$ cat src/rtl/pc_pkg.sv
// Shared types and constants for the fetch-stage PC generator.
// Contents: FSM state enum, alignment helpers, increment legality check.
package pc_pkg;

  typedef enum logic [1:0] {
    BOOT  = 2'd0,
    RUN   = 2'd1,
    FAULT = 2'd2
  } pc_state_e;

  localparam int unsigned DEFAULT_INC = 4;
  localparam int unsigned ALIGN_LSB   = $clog2(DEFAULT_INC);

  // Number of low PC bits that must be zero for a given increment.
  function automatic int unsigned align_lsb(input int unsigned inc);
    return $clog2(inc);
  endfunction

  // Only 16-bit (compressed) and 32-bit instruction steps make sense.
  function automatic bit inc_legal(input int unsigned inc);
    return (inc == 2) || (inc == 4);
  endfunction

endpackage

$ cat src/rtl/pc_redirect_arb.sv
// Redirect arbitration for pc_gen: picks trap > jump > pending and decides
// whether the winner is applied now or parked while the pipeline is held.
// Ports:
//   trap_en/trap_addr   trap request and vector (low bits forced to zero)
//   jump_en/jump_addr   jump request and target
//   jump_block          ignore jumps (core is in FAULT)
//   hold                pipeline stall
//   pend_*              current pending-redirect register contents
//   load                apply sel_addr to the PC this edge
//   sel_addr/sel_trap   chosen target and whether it came from a trap
//   sel_misaligned      chosen target has nonzero low bits
//   pend_*_nxt          next pending-register contents
module pc_redirect_arb
  import pc_pkg::*;
#(
  parameter int unsigned XLEN = 32,
  parameter int unsigned LSB  = 2
) (
  input  logic            trap_en,
  input  logic [XLEN-1:0] trap_addr,
  input  logic            jump_en,
  input  logic [XLEN-1:0] jump_addr,
  input  logic            jump_block,
  input  logic            hold,
  input  logic            pend_valid,
  input  logic            pend_trap,
  input  logic [XLEN-1:0] pend_addr,
  output logic            load,
  output logic [XLEN-1:0] sel_addr,
  output logic            sel_trap,
  output logic            sel_misaligned,
  output logic            pend_valid_nxt,
  output logic            pend_trap_nxt,
  output logic [XLEN-1:0] pend_addr_nxt
);

  localparam logic [XLEN-1:0] LOW_MASK = {{(XLEN-LSB){1'b0}}, {LSB{1'b1}}};

  logic [XLEN-1:0] trap_tgt;
  logic            jump_ok;

  assign trap_tgt       = trap_addr & ~LOW_MASK;
  assign jump_ok        = jump_en && !jump_block;
  assign sel_misaligned = |(sel_addr & LOW_MASK);

  always_comb begin
    load           = 1'b0;
    sel_addr       = pend_addr;
    sel_trap       = pend_trap;
    pend_valid_nxt = pend_valid;
    pend_trap_nxt  = pend_trap;
    pend_addr_nxt  = pend_addr;
    if (hold) begin
      // A parked trap must never be displaced by a younger jump.
      if (trap_en) begin
        pend_valid_nxt = 1'b1;
        pend_trap_nxt  = 1'b1;
        pend_addr_nxt  = trap_tgt;
      end else if (jump_ok && !(pend_valid && pend_trap)) begin
        pend_valid_nxt = 1'b1;
        pend_trap_nxt  = 1'b0;
        pend_addr_nxt  = jump_addr;
      end
    end else begin
      pend_valid_nxt = 1'b0;
      pend_trap_nxt  = 1'b0;
      pend_addr_nxt  = '0;
      if (trap_en) begin
        load     = 1'b1;
        sel_addr = trap_tgt;
        sel_trap = 1'b1;
      end else if (jump_ok) begin
        load     = 1'b1;
        sel_addr = jump_addr;
        sel_trap = 1'b0;
      end else if (pend_valid) begin
        load = 1'b1;
      end
    end
  end

endmodule

$ cat src/rtl/pc_gen.sv
// Program-counter generator for the fetch stage.
// Issues sequential fetch addresses over a valid/ready handshake, applies
// trap/jump redirects (parking them while the pipeline is held) and stops
// in a fault state on a misaligned jump target until a trap arrives.
// Ports:
//   clk, rst_n                 core clock, async active-low reset
//   hold_i                     pipeline stall
//   jump_en_i / jump_addr_i    jump redirect request
//   trap_en_i / trap_addr_i    trap redirect request (wins over jump)
//   pc_ready_i                 fetch side accepts pc_o
//   pc_valid_o / pc_o          fetch request and address
//   redirect_o                 one-cycle pulse after a redirect is loaded
//   misalign_o                 core is in FAULT due to a misaligned jump
//
// state | meaning
// BOOT  | first cycle after reset, no request issued
// RUN   | issuing sequential fetch addresses
// FAULT | stopped on a misaligned jump target, waiting for a trap
module pc_gen
  import pc_pkg::*;
#(
  parameter int unsigned     XLEN        = 32,
  parameter logic [XLEN-1:0] RESET_ADDR  = '0,
  parameter int unsigned     INC         = 4,
  parameter bit              ALIGN_CHECK = 1'b1
) (
  input  logic            clk,
  input  logic            rst_n,
  input  logic            hold_i,
  input  logic            jump_en_i,
  input  logic [XLEN-1:0] jump_addr_i,
  input  logic            trap_en_i,
  input  logic [XLEN-1:0] trap_addr_i,
  input  logic            pc_ready_i,
  output logic            pc_valid_o,
  output logic [XLEN-1:0] pc_o,
  output logic            redirect_o,
  output logic            misalign_o
);

  localparam int unsigned LSB = (INC == DEFAULT_INC) ? ALIGN_LSB : align_lsb(INC);

  generate
    if (!inc_legal(INC)) begin : g_bad_inc
      $error("pc_gen: INC must be 2 or 4");
    end
  endgenerate

  pc_state_e       state;
  logic            pend_valid;
  logic            pend_trap;
  logic [XLEN-1:0] pend_addr;

  logic            load;
  logic [XLEN-1:0] sel_addr;
  logic            sel_trap;
  logic            sel_misaligned;
  logic            pend_valid_nxt;
  logic            pend_trap_nxt;
  logic [XLEN-1:0] pend_addr_nxt;
  logic            bad_target;

  pc_redirect_arb #(
    .XLEN (XLEN),
    .LSB  (LSB)
  ) u_arb (
    .trap_en        (trap_en_i),
    .trap_addr      (trap_addr_i),
    .jump_en        (jump_en_i),
    .jump_addr      (jump_addr_i),
    .jump_block     (state == FAULT),
    .hold           (hold_i),
    .pend_valid     (pend_valid),
    .pend_trap      (pend_trap),
    .pend_addr      (pend_addr),
    .load           (load),
    .sel_addr       (sel_addr),
    .sel_trap       (sel_trap),
    .sel_misaligned (sel_misaligned),
    .pend_valid_nxt (pend_valid_nxt),
    .pend_trap_nxt  (pend_trap_nxt),
    .pend_addr_nxt  (pend_addr_nxt)
  );

  // Request may be withdrawn by hold_i; the instruction ROM is stateless.
  assign pc_valid_o = (state == RUN) && !hold_i && !pend_valid;

  // Trap targets are already aligned by the arbiter; only jumps can fault.
  assign bad_target = ALIGN_CHECK && !sel_trap && sel_misaligned;

  always_ff @(posedge clk or negedge rst_n) begin
    if (!rst_n) begin
      state      <= BOOT;
      pc_o       <= RESET_ADDR;
      redirect_o <= 1'b0;
      misalign_o <= 1'b0;
      pend_valid <= 1'b0;
      pend_trap  <= 1'b0;
      pend_addr  <= '0;
    end else begin
      redirect_o <= 1'b0;
      pend_valid <= pend_valid_nxt;
      pend_trap  <= pend_trap_nxt;
      pend_addr  <= pend_addr_nxt;
      if (load) begin
        if (bad_target) begin
          state      <= FAULT;
          misalign_o <= 1'b1;
        end else begin
          // Any handshake in this same cycle is treated as consumed.
          state      <= RUN;
          pc_o       <= sel_addr;
          redirect_o <= 1'b1;
          misalign_o <= 1'b0;
        end
      end else begin
        case (state)
          BOOT:    state <= RUN;
          RUN:     if (pc_valid_o && pc_ready_i) pc_o <= pc_o + XLEN'(INC);
          default: state <= state;
        endcase
      end
    end
  end

endmodule

$ cat config.mk
export PLATFORM = sky130hd
export DESIGN_NAME = pc_gen
export DESIGN_NICKNAME = d
export VERILOG_FILES = /design/src/rtl/pc_pkg.sv /design/src/rtl/pc_redirect_arb.sv /design/src/rtl/pc_gen.sv
export SDC_FILE = /design/constraint.sdc
export NUM_CORES = 1
export LEC_CHECK = 0
export ABC_AREA = 1
export CAP_MARGIN = 20
export CORE_MARGIN = 3
export CORE_UTILIZATION = 38
export DETAILED_ROUTE_END_ITERATION = 8
export GPL_TIMING_DRIVEN = 0
export PLACE_DENSITY_LB_ADDON = 0.3
export SLEW_MARGIN = 10
export SYNTH_ARGS = -nofsm -noshare
export SYNTH_HDL_FRONTEND = slang
export SYNTH_HIERARCHICAL = 1
export SYNTH_SLANG_ARGS = --single-unit
$ cat constraint.sdc
create_clock -name clk -period 3.87 [get_ports clk]
set_input_delay 1.161 -clock clk [delete_from_list [all_inputs] [get_ports clk]]
set_output_delay 1.161 -clock clk [all_outputs]
set_load 0.03 [all_outputs]
==> results.md <==
* Die area at 16100 µm²
* Max Used Layer: met4
* Final Hold Fails at 0
* DIE HEIGHT at 127 µm
* Resized Gates After CTS at 0
* CP most frequent cell: clkdlybuf4s50_1
* Hold Path Class: flip-flop to flip-flop
* CP max FO at 2
* DRT antenna net count at 0
* Drt via density at 5.34
* Reg clk slew, reported paths at 0.06 ns
* Number of global-route vias before repair at 6113
* Status: complete, no violations
* Final instance area at 7150 µm²
* Initial Utilization at 39.5%
* GRT overflow at 0
* Core area at 14100 µm²
* Overall Global Routing Usage at 23.6%
* Total wire length at 18900 µm
* Post-synthesis cell area at 5560 µm²
* WP data required at 2.71 ns
* Final setup fails at 0
* GPL Wtd Cong at 0.889
* Worst r2r path cells at 12
* PwrDens at 477 nW/µm²
* Worst-Margin Slew at 0.550 ns
* CTS Root Cell: clkbuf_16
* DRT iter0 DRCs at 723
* Finished Layout Cells at 1209
* Most frequent cell after synthesis: nand2_1
* Row count at 43
* Largest net degree at the start of global routing at 44
* Crit path launch type: input pin
* Crit path time final at 3.70 ns
* Dpl cell area at 6810 µm²
* CTS tree: done
* DR vias at 6455
* Clock sinks at 70
* Crit. End Element: primary output
* Post-Synthesis Cells at 912
* Async S/R FF share, synth at 100%
* Fmax at 270 MHz
* WL per Instance at 15.6 µm
* Crit path setup slack, layout at 0.165 ns
* Synthesis warning total at 6
* Fillers at 1474
* Distinct cells, synth at 29
* Clock latency at the later pin of the worst-skew pair at 0.35 ns
* NumNets Final at 1095
* CP Depth at 3
* Placed cells at 1193
* Setup Skew at 0.00889 ns
* Largest stage delay, worst path at 0.71 ns
* Post-CTS setup buffer count at 0
* CP top delay family: buffers and inverters
* Synthesized area per cell at 6.10 µm²
* Initial antenna violation count at 0
* H-tree levels at 3
* Peak VDD IR at 365 µV
* Worst setup path category: input pin to primary output
* Synth area leader: dfrtp_1
* Yosys reg bits at 70
* Max cap viols at 0
* Number of synthesized flops with an enable pin at 0
* Number of I/O pins at 105
* Hold-fix buffers, CTS at 0
* DRC viols at 0
* Tcrit/Tclk final at 95.7%
* Top-area cell type share of the netlist area at 31.5%
* Leakage at 3.56 nW
* Hold depth at 2
* Metal-1 WL at 8420 µm
* Hold_ws at 0.490 ns
* DP Worst Slack at 0.158 ns
* Clock Path Buffers at 2
* Number of diodes at 0
* Register Area at 1750 µm²
* Layout cell share with drive strength beyond 1 at 9.72%
* DR pass1 iterations at 5
* CTS Buf Count at 9
* Die Wd at 127 µm
* Metal2 WL at 8520 µm
* Buffers added on ports at 100
* Register area share after synthesis at 31.5%
* Synth area leaders: dfrtp_1 (31%), nand3_1 (17%), nand2_1 (16%)
* Most used flip-flop cell after synthesis: dfrtp_1
* Post-synth top cells: nand2_1 (243), nand3_1 (188), nor2_1 (111)
* Slew HR at 63.3%
* Area growth syn-to-layout at 28.6%
* Final Max Tran Viols at 0
* Met3 routed WL at 1400 µm
* Slowest CP cell: clkdlybuf4s50_1
* DP HPWL at 13800 µm
* Area of the multi-input gates at 3090 µm²
* Worst path bufs/invs at 2
* Arrival time worst endpoint at 2.54 ns
* Critical-path cell list: clkdlybuf4s50_1, nor3_4, clkdlybuf4s50_1
* Syn Nets at 983
* Global-route wire length before repair at 30500 µm
* RSZ-0062 raised after global routing: no
==> metal layers <==
metal,global-route usage [%],vias up
met4,9.09,0
met3,4.39,39
met5,0,-
met1,32.8,2999
li1,-,3133
met2,36.6,284
==> report_power, final <==
group          switching [mW]  internal (mW)
Combinational           0.850          0.525
Sequential              0.189          0.876
Clock                   0.347          0.626
==> worst paths after layout <==
| check | slack (ns) | start | end |
|---|---|---|---|
| worst max-delay path | 0.17 | hold_i | pc_valid_o |
| worst min-delay path | 0.49 | pc_o[1] | pc_o[1] |
| max in group asynchronous | 2.56 | rst_n | pc_o[21] |
| worst min register to register | 0.49 | pc_o[1] | pc_o[1] |
| worst max register to register | 1.29 | state[0] | pc_o[26] |
| min in group asynchronous | 0.75 | rst_n | pc_o[2] |
==> tightest hold or removal path, delay by kind of cell (launching register included) <==
kind | cells | cell delay, ns
and+or+nand+nor | 2 | 0.12
DFF | 1 | 0.34
==> cells in the final DEF (no fill, tap or decap), types with 6 or more instances in the layout <==
cell type and count:
nand2_1 243, nand3_1 188, nor2_1 111, inv_1 103
clkdlybuf4s50_1 99, dfrtp_1 70, a21oi_1 65, buf_2 31
o21ai_0 19, clkbuf_1 13, a21oi_2 10, nand2_2 9
clkbuf_16 9, buf_6 7, nor2_4 6, nor2_2 6
==> per-stage QoR <==
step,power (mW),utilization (%),TNS (ns)
final,3.41,50.7,0
after global routing,3.60,50.7,0
after CTS,3.42,50.7,0
after floorplan,1.89,-,0
after global placement,2.42,48.2,-72.98
after detailed placement,2.44,48.3,0
==> area by class of cell <==
| type | count | share of cell area (%) |
|---|---|---|
| buffer | 56 | 4.43 |
| clock buffer | 9 | 3.15 |
| clock inverter | 7 | 1.57 |
| inverter | 108 | 5.67 |
| multi-input combinational | 678 | 43.2 |
| sequential | 70 | 24.5 |
| tap | 180 | 3.15 |
| timing repair buffer | 101 | 14.3 |
==> cells by family (layout without fill, tap and decap cells) <==
logic type	count (synthesis)	in the layout	synth area share, %
compound gates	105	105	10.3
xor+xnor	1	1	0.157
fa+ha+maj	1	1	0.225
buf+inv	164	281	13.0
flops	70	70	31.5
simple gates	571	571	44.8
==> registers in the layout, indices dropped and copies added (netlist names) <==
| register | cells |
|---|---|
| pend_addr | 32 |
| redirect_o | 1 |
| pend_trap | 1 |
| misalign_o | 1 |
| pend_valid | 1 |
| pc_o | 32 |
| state | 2 |
(Power assumes the default switching activity.)
